<file path="config.mk">
export PLATFORM = sky130hd
export DESIGN_NAME = dmem_wait_responder
export DESIGN_NICKNAME = d
export VERILOG_FILES = /design/src/rtl/dmem_wait_responder.sv
export SDC_FILE = /design/constraint.sdc
export NUM_CORES = 2
export LEC_CHECK = 0
export BUFFER_PORTS_ARGS = -buffer_cell sky130_fd_sc_hd__buf_2
export CELL_PAD_IN_SITES_DETAIL_PLACEMENT = 1
export CELL_PAD_IN_SITES_GLOBAL_PLACEMENT = 2
export CORE_MARGIN = 2
export CORE_UTILIZATION = 47
export DETAILED_ROUTE_END_ITERATION = 7
export PLACE_DENSITY_LB_ADDON = 0.1
export SETUP_SLACK_MARGIN = 0.4
export SLEW_MARGIN = 5
export SYNTH_ARGS = -nofsm -noshare
export SYNTH_HDL_FRONTEND = slang
export SYNTH_SLANG_ARGS = --single-unit
</file>
<file path="constraint.sdc">
create_clock -name clk -period 4.7 [get_ports clk]
set_input_delay 0.94 -clock clk [delete_from_list [all_inputs] [get_ports clk]]
set_output_delay 0.94 -clock clk [all_outputs]
set_load 0.02 [all_outputs]
</file>
<file path="src/rtl/dmem_wait_responder.sv">
// rtl/dmem_wait_responder.sv - word data memory responder with wait states, stall and error flag
module dmem_wait_responder #(
  parameter int ADDR_W      = 6,
  parameter int WAIT_CYCLES = 2
) (
  input  logic        clk,
  input  logic        rst_n,
  input  logic        req,
  input  logic        we,
  input  logic [31:0] adr,
  input  logic [31:0] data_in,
  output logic [31:0] data_out,
  output logic        ready,
  output logic        err,
  output logic        stall
);

  typedef enum logic [1:0] {
    S_IDLE,
    S_WAIT,
    S_RESP
  } state_t;

  localparam logic [3:0] WAIT_INIT = 4'(WAIT_CYCLES);

  state_t            state;
  logic [3:0]        cnt;
  logic              we_q;
  logic [31:0]       adr_q;
  logic [31:0]       data_q;

  logic [31:0]       mem [2**ADDR_W];

  logic              commit;
  logic              acc_we;
  logic [31:0]       acc_adr;
  logic [31:0]       acc_data;
  logic              valid;
  logic [ADDR_W-1:0] idx;

  // Commit edge: last WAIT cycle, or the accept itself when there are no wait states.
  // In the zero-wait case the access has not been latched yet, so use the live inputs.
  always_comb begin
    commit   = 1'b0;
    acc_we   = we_q;
    acc_adr  = adr_q;
    acc_data = data_q;
    if (state == S_IDLE) begin
      acc_we   = we;
      acc_adr  = adr;
      acc_data = data_in;
      commit   = req && (WAIT_INIT == 4'd0);
    end else if (state == S_WAIT) begin
      commit   = (cnt == 4'd1);
    end
    valid = (acc_adr[1:0] == 2'b00) && (acc_adr[31:ADDR_W+2] == '0);
    idx   = acc_adr[ADDR_W+1:2];
  end

  // Pipeline freeze while a request is being accepted or waited on; released in RESP.
  always_comb begin
    stall = ((state == S_IDLE) && req) || (state == S_WAIT);
  end

  // Array write on the commit edge; a reset on that edge discards the store.
  always_ff @(posedge clk) begin
    if (rst_n && commit && valid && acc_we) begin
      mem[idx] <= acc_data;
    end
  end

  // Control FSM with registered response outputs.
  always_ff @(posedge clk) begin
    if (!rst_n) begin
      state    <= S_IDLE;
      cnt      <= 4'd0;
      ready    <= 1'b0;
      err      <= 1'b0;
      data_out <= 32'd0;
    end else begin
      case (state)
        S_IDLE: begin
          if (req) begin
            we_q   <= we;
            adr_q  <= adr;
            data_q <= data_in;
            cnt    <= WAIT_INIT;
            state  <= (WAIT_INIT == 4'd0) ? S_RESP : S_WAIT;
          end
        end
        S_WAIT: begin
          cnt <= cnt - 4'd1;
          if (cnt == 4'd1) begin
            state <= S_RESP;
          end
        end
        S_RESP: begin
          state <= S_IDLE;
          ready <= 1'b0;
          err   <= 1'b0;
        end
        default: begin
          state <= S_IDLE;
        end
      endcase

      // Response data and status land together with the move into RESP.
      if (commit) begin
        ready <= 1'b1;
        if (!valid) begin
          err      <= 1'b1;
          data_out <= 32'd0;
        end else if (!acc_we) begin
          data_out <= mem[idx];
        end
      end
    end
  end

endmodule

</file>
==> flow_summary.json <==
{
  "synth-seq-cells": 2153,
  "async_reset_ff_share_pct": 0,
  "seqPwrFrac_pct": 50.7,
  "yosysSeqAreaShare_pct": 79.6,
  "clock_latency_ns": 0.89,
  "min_path_type": "input pin to flip-flop",
  "critical_path_class": "flip-flop to flip-flop",
  "cts_setup_buffers": 0,
  "layout.nets": 5585,
  "cts_resized": 0,
  "place_ws_ns": 0.535,
  "clkSinkCount": 2153,
  "drive_gt1_share_pct": 15.9,
  "clockBufferDepth": 3,
  "vdd_drop_max_uv": 388,
  "busiest_layer": "met2",
  "cts_tree": "built",
  "drc_errors": 0,
  "p_leak_nw": 30.7,
  "grt_pass1_wl_mm": 445,
  "worstSetupStartpointType": "flip-flop",
  "worstHoldStart": "data_in[29]",
  "use_met2_pct": 59.0,
  "grt_use_met3_pct": 7.07,
  "min_period_over_period_pct": 87.7,
  "finalWirelength_mm": 327,
  "fill_cells": 15800,
  "initial_utilization_pct": 47.2,
  "grt_pass1_vias": 53700,
  "die_w_um": 418,
  "p_clk_share_pct": 41.4,
  "rr_endpoint": "data_out[9]",
  "placed_cell_area_um2": 87500,
  "synth_edf_count": 2113,
  "path_max_fanout": 44,
  "core_area_um2": 171000,
  "multi_input_area_um2": 15600,
  "ys.flop_type": "edfxtp_1",
  "status": "finished clean",
  "regArea_um2": 64300,
  "setup_violations": 0,
  "areaGrowthSynthToFinish_pct": 17.2,
  "grt_max_degree": 77,
  "cp.arrival_ns": 4.92,
  "postCtsHoldBufs": 0,
  "max-cap-violations": 0,
  "finalHoldViolations": 0,
  "syn_avg_cell_area_um2": 15.6,
  "max_freq_mhz": 243,
  "synth_cells": 5165,
  "drt_pass1_iterations": 8,
  "grt_util_all_layers_pct": 37.3,
  "power.density_nw_per_um2": 447,
  "cts_buffers": 218,
  "rsz0062_at_grt": "false",
  "final.setup.tns_ns": 0,
  "holdPathEnd": "data_q[29]",
  "r2r_cells": 9,
  "path_clk_slew_ns": 0.06,
  "power.switching_mw": 10.2,
  "drt_iter0_drc": 7597,
  "pin_count": 103,
  "drv_slew": 0,
  "syn_nets": 5235,
  "dp_hpwl_mm": 189,
  "wl_per_cell_um": 41.1,
  "final_area_um2": 94600,
  "worst_pin_slew_ns": 1.34,
  "cellInternalPower_mw": 32.1,
  "ys_types": 79,
  "p_comb_share_pct": 7.9,
  "placementRows": 152,
  "holdPathStages": 1,
  "yosysWarningCount": 0,
  "antenna_found_initial": 23,
  "fin_skew_ns": 0.0320,
  "overflow": 0,
  "die_h_um": 418,
  "report.power.total_mw": 42.3,
  "critical_path_required_ns": 5.49,
  "end_kind": "flip-flop",
  "final_util_pct": 55.3,
  "portBuffers": 102,
  "die_area_um2": 175000,
  "r2r_start": "state[1]",
  "root_buffer": "clkbuf_16",
  "max-slew-margin-rel_pct": 10.4,
  "period_needed_ns": 4.12,
  "switching_share_pct": 24.1,
  "htree_levels": 4,
  "ant_nets": 0,
  "vias_per_cell": 6.82,
  "use_met1_pct": 50.3,
  "vias": 54200,
  "syn_area_um2": 80700,
  "setup_slack_ns": 0.580,
  "rrSetupSlack_ns": 0.58,
  "gp_congestion": 0.914
}
## routing by layer
metal	vias to the layer above	part of all wire [%]
li1	21200	-
met1	28600	38
met2	3549	46
met3	789	10
met4	10	5.3
met5	-	0.023
## per-stage QoR
step,std cells,hold WS (ns)
floorplan,5165,0.513
global placement,7528,0.479
detailed placement,7528,0.493
CTS,7940,0.192
global route,7942,0.230
finish,7945,0.243
## Yosys cell counts (all sizes together), types with 6 or more instances
| cell type | count | area, um2 |
|---|---|---|
| edfxtp | 2113 | 63500 |
| nand2 | 849 | 3190 |
| o22ai | 484 | 3030 |
| a21oi | 245 | 1230 |
| buf | 243 | 1240 |
| nor2 | 197 | 744 |
| nand3 | 131 | 656 |
| a32oi | 100 | 876 |
| clkbuf | 85 | 319 |
| a31oi | 84 | 526 |
| mux2i | 65 | 663 |
| o21ai | 59 | 299 |
| nor3 | 52 | 265 |
| o221ai | 48 | 420 |
| nor4 | 45 | 282 |
| dfxtp | 40 | 801 |
| a32o | 38 | 380 |
| a22oi | 29 | 279 |
| o31ai | 28 | 210 |
| a22o | 20 | 175 |
| a211oi | 14 | 105 |
| o22a | 14 | 123 |
| o41ai | 13 | 129 |
| or4 | 13 | 97.6 |
| nand4 | 12 | 75.1 |
| nand2b | 11 | 68.8 |
| mux2 | 9 | 105 |
| o2111ai | 9 | 78.8 |
| and3 | 8 | 50.1 |
| nor2b | 8 | 50.1 |
| and2 | 7 | 43.8 |
| or3 | 7 | 43.8 |
| a21boi | 6 | 45.1 |
| a221oi | 6 | 52.6 |
| a222oi | 6 | 60.1 |
| or2 | 6 | 37.5 |
## worst max-delay path by stage
stage | startpoint | end | slack (ns) | depth (start not counted)
global route | state[1] | data_out[9] | 0.56 | 9
global placement | adr[4] | data_out[9] | 0.53 | 11
CTS | state[1] | data_out[10] | 0.67 | 10
floorplan | adr[11] | mem[32][0] | 0.50 | 7
detailed placement | adr[4] | data_out[9] | 0.54 | 11
finish | state[1] | data_out[9] | 0.58 | 9
## logic make-up after synthesis
kind of cell	Yosys count	synth area share, %
DFF	2153	79.6
and+or+nand+nor	1357	7.07
muxes	74	0.952
AOI/OAI and AO/OA	1246	10.4
adders and majority gates	2	0.0310
buffers and inverters	333	1.96
## state kept, by name (all words and copies together), names as in the netlist
signal    count
adr_q        32
cnt           4
data_out     32
data_q       32
err           1
mem        2048
ready         1
state         2
we_q          1
## cell usage in the layout (no fill, tap or decap), types with 31 or more instances in the layout
master and count:
o221ai_1 48, edfxtp_1 2113, nor2_4 67, nand3_1 131
nand2_1 810, o22ai_1 484, buf_2 102, clkinv_1 47
clkbuf_16 219, dfxtp_1 40, buf_12 129, a32oi_1 100
a31oi_1 84, nor3_1 50, mux2i_1 62, nor4_1 45
nand2_2 35, nor2_1 127, a32o_1 38, clkbuf_1 64
o21ai_0 46, a21oi_1 243, clkinv_2 31, buf_4 227
## final cells by class
type                       instances  area share, %
multi-input combinational       2679           16.5
timing repair buffer             458           5.07
tap                             2233           2.95
antenna                            5         0.0132
inverter                           5         0.0198
clock inverter                   114           1.26
sequential                      2153           67.9
clock buffer                     298           6.26
## worst max-delay path, stage by stage, from the launching register on
cell and delay [ns]:
dfxtp_1 0.62, or2_4 0.60, mux2_8 0.71, buf_4 0.34, nand2_1 0.09, a32oi_1 0.20
a31oi_1 0.17, nor4_1 0.75, nand2_1 0.14, o41ai_2 0.32
## power groups by stage
stage,logic (mW),clock network (mW),registers [mW]
2_1_floorplan,1.61,0,21.9
3_3_place_gp,3.22,0,21.9
3_5_place_dp,3.27,0,21.9
4_1_cts,3.29,17.5,21.5
5_1_grt,3.47,18.2,21.5
6_report,3.35,17.5,21.5
No activity file was read; power rests on OpenSTA's default activity.
